**src/rtl/frame_buffer_manager_pkg.sv**
```systemverilog
// frame_buffer_manager_pkg: shared state encodings, buffer count and address defaults
package frame_buffer_manager_pkg;
  typedef enum logic [1:0] {IDLE = 2'd0, WAIT_FIRST = 2'd1, RUN = 2'd2} mgr_state_t;
  typedef logic [1:0] buf_idx_t;
  localparam int NUM_BUF = 3;
  localparam logic [31:0] DEF_BASE_ADDR = 32'h1000_0000;
  localparam logic [31:0] DEF_FRAME_STRIDE = 32'h0002_5800;
  function automatic buf_idx_t free_idx(input buf_idx_t a, input buf_idx_t b);
    return (a != 2'd0 && b != 2'd0) ? 2'd0 :
           (a != 2'd1 && b != 2'd1) ? 2'd1 : buf_idx_t'(NUM_BUF - 1);
  endfunction
endpackage

```
**src/rtl/frame_buffer_manager_edge_detect.sv**
```systemverilog
// edge_detect: one-cycle pulse on the first sample of d high after a low sample
module edge_detect (
  input  logic clk_100Mhz,
  input  logic rst_n,
  input  logic d,
  output logic rise
);
  logic q;
  always_ff @(posedge clk_100Mhz) q <= rst_n ? d : 1'b0;
  assign rise = d & ~q;
endmodule

```
**src/rtl/frame_buffer_manager.sv**
```systemverilog
// frame_buffer_manager: triple-buffer arbitration between a DDR frame writer and an HDMI reader
module frame_buffer_manager
  import frame_buffer_manager_pkg::*;
#(
  parameter logic [31:0] BASE_ADDR    = DEF_BASE_ADDR,
  parameter logic [31:0] FRAME_STRIDE = DEF_FRAME_STRIDE,
  parameter int          CNT_W        = 16
) (
  input  logic             clk_100Mhz,
  input  logic             rst_n,
  input  logic             en,
  input  logic             wr_frame_done,
  input  logic             rd_vsync,
  output logic [31:0]      wr_base_addr,
  output logic [31:0]      rd_base_addr,
  output logic             rd_frame_valid,
  output logic [CNT_W-1:0] frames_written,
  output logic [CNT_W-1:0] frames_dropped,
  output logic [CNT_W-1:0] frames_repeated,
  output logic [1:0]       mgr_state
);
  mgr_state_t state, next_state;
  buf_idx_t wr_idx, rd_idx, lat_idx, nxt_wr, nxt_rd, nxt_lat;
  logic lat_valid, consumed, wr_rise, rd_rise;
  logic hold, wr_go, rd_go, take, drop, rep;
  function automatic logic [31:0] buf_addr(input buf_idx_t idx);
    return BASE_ADDR + {30'd0, idx} * FRAME_STRIDE;
  endfunction
  function automatic logic [CNT_W-1:0] sat_inc(input logic [CNT_W-1:0] c, input logic inc);
    return c + CNT_W'(inc && !(&c));
  endfunction
  edge_detect u_wr_edge (.clk_100Mhz(clk_100Mhz), .rst_n(rst_n), .d(wr_frame_done), .rise(wr_rise));
  edge_detect u_rd_edge (.clk_100Mhz(clk_100Mhz), .rst_n(rst_n), .d(rd_vsync), .rise(rd_rise));
  always_ff @(posedge clk_100Mhz) state <= rst_n ? next_state : IDLE;
  always_comb
    next_state = !en ? IDLE :
                 state == IDLE ? WAIT_FIRST :
                 (state == WAIT_FIRST && wr_rise) ? RUN : state;
  always_comb mgr_state = state;
  // Writer completion is applied first, so a coincident reader edge takes the fresh buffer.
  assign hold    = !en || state == IDLE;
  assign wr_go   = wr_rise && !hold;
  assign rd_go   = rd_rise && !hold && state == RUN;
  assign nxt_lat = wr_go ? wr_idx : lat_idx;
  assign take    = rd_go && (wr_go || (lat_valid && !consumed));
  assign nxt_rd  = hold ? 2'd1 : take ? nxt_lat : rd_idx;
  assign nxt_wr  = hold ? 2'd0 : wr_go ? free_idx(nxt_lat, nxt_rd) : wr_idx;
  assign drop    = wr_go && !rd_go && lat_valid && !consumed;
  assign rep     = rd_go && !take;
  always_ff @(posedge clk_100Mhz) begin
    if (!rst_n) begin
      wr_idx          <= 2'd0;
      rd_idx          <= 2'd1;
      lat_idx         <= 2'd0;
      lat_valid       <= 1'b0;
      consumed        <= 1'b1;
      wr_base_addr    <= BASE_ADDR;
      rd_base_addr    <= BASE_ADDR + FRAME_STRIDE;
      rd_frame_valid  <= 1'b0;
      frames_written  <= '0;
      frames_dropped  <= '0;
      frames_repeated <= '0;
    end else begin
      wr_idx          <= nxt_wr;
      rd_idx          <= nxt_rd;
      lat_idx         <= nxt_lat;
      lat_valid       <= !hold && (lat_valid || wr_go);
      consumed        <= hold || take || (consumed && !wr_go);
      wr_base_addr    <= buf_addr(nxt_wr);
      rd_base_addr    <= buf_addr(nxt_rd);
      rd_frame_valid  <= !hold && (rd_frame_valid || take);
      frames_written  <= sat_inc(frames_written, wr_go);
      frames_dropped  <= sat_inc(frames_dropped, drop);
      frames_repeated <= sat_inc(frames_repeated, rep);
    end
  end
endmodule

```
**config.mk**
```make
export PLATFORM = sky130hd
export DESIGN_NAME = frame_buffer_manager
export DESIGN_NICKNAME = d
export VERILOG_FILES = /design/src/rtl/frame_buffer_manager_pkg.sv /design/src/rtl/frame_buffer_manager_edge_detect.sv /design/src/rtl/frame_buffer_manager.sv
export SDC_FILE = /design/constraint.sdc
export NUM_CORES = 1
export LEC_CHECK = 0
export CAP_MARGIN = 20
export CORE_MARGIN = 4
export CORE_UTILIZATION = 30
export DETAILED_ROUTE_END_ITERATION = 7
export DONT_BUFFER_PORTS = 1
export GPL_TIMING_DRIVEN = 0
export PLACE_DENSITY = 0.49
export SKIP_LAST_GASP = 1
export SLEW_MARGIN = 20
export SYNTH_ARGS = -nofsm -noshare
export SYNTH_HDL_FRONTEND = slang
export SYNTH_SLANG_ARGS = --single-unit
```
**constraint.sdc**
```tcl
create_clock -name clk_100Mhz -period 3.1 [get_ports clk_100Mhz]
set_input_delay 0.62 -clock clk_100Mhz [delete_from_list [all_inputs] [get_ports clk_100Mhz]]
set_output_delay 0.62 -clock clk_100Mhz [all_outputs]
set_load 0.02 [all_outputs]
```
==> results of run 1 <==
-- final timing paths --
path                            cells past startpoint                to  slack [ps]     startpoint
worst max-delay path                               11  wr_base_addr[12]         270   mgr_state[0]
worst min register to register                      2          consumed         470       consumed
worst max register to register                     11  wr_base_addr[12]         270   mgr_state[0]
worst min-delay path                                1       u_wr_edge.q         410  wr_frame_done
-- per-stage QoR --
step,cells,instance area (sq um),hold slack (ps),setup slack (ps),util
after detailed placement,573,3790,462,-116,0.344
after global placement,573,3790,443,-64.1,0.344
after floorplan,433,3620,430,372,-
after global routing,587,4090,396,74.4,0.371
final,587,4090,411,271,0.371
after CTS,587,4080,395,39.2,0.370
-- critical path, stage by stage (launching register included) --
cell and delay (ps):
dfxtp_2 390, o21ai_2 410, o21ai_2 200, a21o_1 230, a21oi_1 220, ha_1 230, nand2_1 70, a211o_1 320
a21oi_2 220, inv_1 70, ha_1 290, nor2_1 100
-- Yosys cell counts, drive strengths merged --
| cell type | n | area [sq um] |
|---|---|---|
| nand2 | 23 | 86.3 |
| a21oi | 10 | 50.1 |
| nor2 | 44 | 165 |
| o21bai | 1 | 7.51 |
| nand3 | 13 | 65.1 |
| xor2 | 26 | 228 |
| and4bb | 1 | 12.5 |
| nand4 | 17 | 121 |
| and4 | 7 | 62.6 |
| inv | 6 | 22.5 |
| a41oi | 1 | 8.76 |
| dfxtp | 69 | 1380 |
| a211o | 2 | 17.5 |
| nor2b | 2 | 12.5 |
| and3 | 7 | 43.8 |
| a21o | 3 | 22.5 |
| nor4 | 3 | 18.8 |
| mux2i | 8 | 80.1 |
| ha | 14 | 175 |
| clkbuf | 11 | 41.3 |
| buf | 55 | 412 |
| xnor2 | 8 | 70.1 |
| o21ai | 8 | 40.0 |
| o21a | 2 | 15.0 |
| and2 | 21 | 131 |
| nand2b | 9 | 56.3 |
| a311oi | 1 | 8.76 |
| a211oi | 4 | 30.0 |
| or2 | 1 | 6.26 |
| conb | 2 | 7.51 |
| or3 | 4 | 25.0 |
| nor3 | 4 | 20.0 |
-- logic make-up (layout without fill, tap and decap cells) --
family	after synthesis	count (layout)	synth area share
adders and majority gates	14	14	0.0509
buffers and inverters	72	86	0.138
DFF	69	69	0.401
muxes	8	8	0.0232
other	2	48	0.00218
AOI/OAI and AO/OA	32	32	0.0581
and+or+nand+nor	156	156	0.240
xor gates and xnor gates	34	34	0.0865
-- registers in the layout, summed over array words and instances (netlist names) --
name,cells
frames_written,16
u_wr_edge.q,1
consumed,1
wr_base_addr,5
wr_idx,1
mgr_state,2
u_rd_edge.q,1
rd_idx,1
rd_frame_valid,1
rd_base_addr,5
lat_idx,2
frames_dropped,16
lat_valid,1
frames_repeated,16
-- area by class of cell --
| class | instances | area [sq um] | area share |
|---|---|---|---|
| Buffer | 66 | 453 | 0.111 |
| Tap cell | 140 | 175 | 0.0428 |
| Clock inverter | 2 | 35.0 | 0.00856 |
| Multi-Input combinational cell | 292 | 1780 | 0.434 |
| Clock buffer | 12 | 246 | 0.0602 |
| Sequential cell | 69 | 1380 | 0.338 |
| Inverter | 6 | 22.5 | 0.00550 |
-- report_power, final --
| part | internal, mW | switching, mW |
|---|---|---|
| registers | 0.892 | 0.00730 |
| logic | 0.0509 | 0.0883 |
| clock network | 0.634 | 0.347 |
| total | 1.58 | 0.443 |
-- routing by layer --
layer	share of wire	vias up
li1	-	1314
met1	0.42	1114
met2	0.45	91
met3	0.12	11
met4	0.017	0
met5	0	-
==> flow_metrics.tcl, run 1 <==
set metrics [dict create \
    syn_avg_cell_area_sq_um 8.90 \
    ctsLongestPathBuffers 2 \
    std_cell_rows 38 \
    p_per_area_mw_per_mm2 493 \
    status "finished clean" \
    hold_buffers 0 \
    cts_tree "yes" \
    gr-max-usage-layer "met2" \
    gp_congestion 0.767 \
    layout_common_cells "dfxtp_1 (67), buf_4 (52), conb_1 (48)" \
    met3_usage 0.0742 \
    drive_gt1_frac 0.172 \
    critPathLaunchType "flop" \
    grt_antenna_before_repair 0 \
    synth_seq_cells 69 \
    p_leak_nw 1.80 \
    numPortBuffers 0 \
    cts_buffers 9 \
    p_total_mw 2.02 \
    post_cts_buffers 0 \
    insertion_delay_ps 330 \
    yosys.cell_types.count 37 \
    dieHeight_um 115 \
    wl_per_cell_um 13.3 \
    synth_area_sq_mm 0.00344 \
    coreArea_sq_mm 0.0110 \
    fmax_mhz 353 \
    dieArea_sq_mm 0.0133 \
    hp-class "primary input to flop" \
    setup_violations 0 \
    grt_pass1_wl_um 12500 \
    drtAntennaViolNets 0 \
    drv_cap 0 \
    hold_viol 0 \
    routed_wl_um 7800 \
    diodes 0 \
    ys_warn_count 0 \
    dr_total_vias 2530 \
    grt_usage 0.122 \
    relSlewSlack 0.619 \
    viasPerCell 4.31 \
    hpwl_um 5880 \
    syn_inst 387 \
    io_pins 120 \
    drt_iter0_markers 128 \
    yosysSeqAreaShare 0.401 \
    period_minus_slack_ps 2830 \
    cts-htree-levels 3 \
    post_cts_resized 2 \
    clk_pin_slew_ps 50 \
    rsz0062_at_grt "no" \
    final.setup.tns_ps 0 \
    period_share 0.913 \
    required_ps 3360 \
    drc 0 \
    arrival_ps 3090 \
    drt_first_pass_iters 4 \
    final_common_cell "dfxtp_1" \
    area_delta_synth_final_pct 18.9 \
    grt.met2_usage 0.178 \
    cts_num_sinks 69 \
    cts_root_buffer "clkbuf_16" \
    grt_start_max_net_pins 11 \
    worstSetupEndpointType "flop" \
    crit_type "flop to flop" \
    die_x_um 115 \
    met1_usage 0.146 \
    first_global_vias 2382 \
    nNetsFinal 463 \
    initial_core_util 0.312 \
    ir_worst_vdd_uv 242 \
    grt_overflow 0 \
    timing.clock.skew_ps 4.58 \
    fillers 1160 \
    worst_slew_pin_slew_ps 572 \
    slew_violations 0 \
    crit_fanout 8 \
]
Power figures use the tool's default switching activity.
==> inputs of run 2 (changes only) <==
--- a/config.mk
+++ b/config.mk
@@ -6,8 +6,8 @@
 export NUM_CORES = 1
 export LEC_CHECK = 0
 export CAP_MARGIN = 20
-export CORE_MARGIN = 4
 export CORE_UTILIZATION = 30
+export CTS_BUF_LIST = sky130_fd_sc_hd__clkbuf_8
 export DETAILED_ROUTE_END_ITERATION = 7
 export DONT_BUFFER_PORTS = 1
 export GPL_TIMING_DRIVEN = 0
==> flow_metrics.tcl, run 2 (synthesized netlist as in run 1, its figures left out) <==
set metrics [dict create \
    final_cells 588 \
    dieHeight_um 109 \
    hp-class "primary input to flop" \
    numPortBuffers 0 \
    drv_cap 0 \
    diodes 0 \
    grt_overflow 0 \
    rsz0062_at_grt "no" \
    crit_chain "and4bb_1 > and2_1 > buf_2 > a21oi_1 > a211o_1 > ha_1 > mux2i_1 > or3_1 > a21oi_2 > inv_1 > ha_1 > and2_1" \
    period_share 0.901 \
    p_leak_nw 1.77 \
    dp.cells 573 \
    timing.clock.skew_ps 8.13 \
    critPathLaunchType "flop" \
    power_frac_seq 0.486 \
    max_stage_delay_ps 480 \
    insertion_delay_ps 350 \
    routed_wl_um 7340 \
    initial_core_util 0.312 \
    area_delta_synth_final_pct 17.1 \
    drt_iter0_markers 101 \
    comb_power_share 0.075 \
    p_sw_frac 0.237 \
    p_total_mw 1.85 \
    nNetsFinal 463 \
    crit_type "flop to flop" \
    dp_worst_setup_slack_ps -84.9 \
    drive_gt1_frac 0.176 \
    drt_first_pass_iters 4 \
    crit_buf_inv 2 \
    drc 0 \
    std_cell_rows 38 \
    wl_per_cell_um 12.5 \
    layout_common_cells "dfxtp_1 (67), buf_4 (52), conb_1 (48)" \
    viasPerCell 4.32 \
    cts_num_sinks 69 \
    required_ps 3350 \
    cts-htree-levels 3 \
    grt_pass1_wl_um 11300 \
    slew_violations 0 \
    regArea_sq_mm 0.00138 \
    status "finished clean" \
    power.share.clock 0.439 \
    fmax_mhz 358 \
    worstSetupEndpointType "flop" \
    stdcell_area_sq_mm 0.00404 \
    p_per_area_mw_per_mm2 457 \
    crit_family "simple AND/OR/NAND/NOR gates" \
    post_cts_buffers 0 \
    setup_violations 0 \
    p_switching_mw 0.438 \
    crit_fanout 7 \
    worst_slew_pin_slew_ps 538 \
    ctsLongestPathBuffers 2 \
    grt_start_max_net_pins 12 \
    multi_input_area_sq_mm 0.00179 \
    period_minus_slack_ps 2790 \
    first_global_vias 2260 \
    grt_usage 0.128 \
    io_pins 120 \
    cts_root_buffer "clkbuf_8" \
    arrival_ps 3050 \
    largestRegisters "frames_dropped (16), frames_repeated (16), frames_written (16)" \
    gp_congestion 0.755 \
    cts_buffers 9 \
    ir_worst_vdd_uv 266 \
    drtAntennaViolNets 0 \
    relSlewSlack 0.639 \
    grt_antenna_before_repair 0 \
    setup_slack_ps 307 \
    fillers 1164 \
    place_area_sq_mm 0.00379 \
    hold_viol 0 \
    die_x_um 109 \
    dieArea_sq_mm 0.0119 \
    p_int_mw 1.41 \
    timing.hold.ws_ps 386 \
    coreArea_sq_mm 0.0110 \
    clk_pin_slew_ps 80 \
    dr_total_vias 2543 \
    cts_tree "yes" \
    hpwl_um 5480 \
    final_common_cell "dfxtp_1" \
    crit_slowest_cell "dfxtp_2" \
]
-- run 2: cell types whose count changed in the layout (fill, tap and decap cells not counted), sizes merged --
cell      previous run  this run
clkbuf              23        21
inv                  6         7
clkinvlp             0         1
bufinv               1         2
-- run 2: metrics by stage --
stage                     setup TNS (ps)   util
final                                  0  0.366
after global placement              -152  0.344
after detailed placement            -209  0.344
after global routing                   0  0.366
after CTS                              0  0.364
after floorplan                        0      -
-- run 2: routing by layer --
metal  track usage  vias up  part of all wire
met5             0        -                 0
met4        0.0502        0             0.012
met3        0.0777        9              0.11
met2         0.194       89              0.45
met1         0.143     1131              0.42
li1              -     1314                 -
-- run 2: what timing repair did --
item	CTS	global route
hold buffers	0	0
gates resized for setup	2	7
endpoints found under the setup margin	3	4
-- run 2: power groups by stage --
stage                     Clock [mW]  Combinational [mW]  Sequential (mW)
after floorplan                    0               0.124            0.916
after global placement             0               0.135            0.917
after detailed placement           0               0.136            0.917
after CTS                      0.847               0.137            0.897
after global routing           0.876               0.153            0.898
final                          0.810               0.138            0.897
-- run 2: path summary, 6_finish.rpt --
kind	start	end	depth (start not counted)	slack (ps)
min	wr_frame_done	u_wr_edge.q	1	390
max	mgr_state[0]	wr_base_addr[14]	12	310
min reg2reg	consumed	consumed	2	500
max reg2reg	mgr_state[0]	wr_base_addr[14]	12	310
-- run 2: cell type report --
type | count | share of cell area
Buffer | 66 | 0.112
Clock inverter | 5 | 0.0189
Sequential cell | 69 | 0.343
Inverter | 6 | 0.00558
Tap cell | 140 | 0.0434
Clock buffer | 10 | 0.0341
Multi-Input combinational cell | 292 | 0.443
-- run 2: worst reg2reg max path: stages (launching register included) --
cell and delay [ps]:
dfxtp_2 480, and4bb_1 260, and2_1 160, buf_2 150, a21oi_1 230, a211o_1 180
ha_1 220, mux2i_1 80, or3_1 330, a21oi_2 220, inv_1 70, ha_1 170
and2_1 140
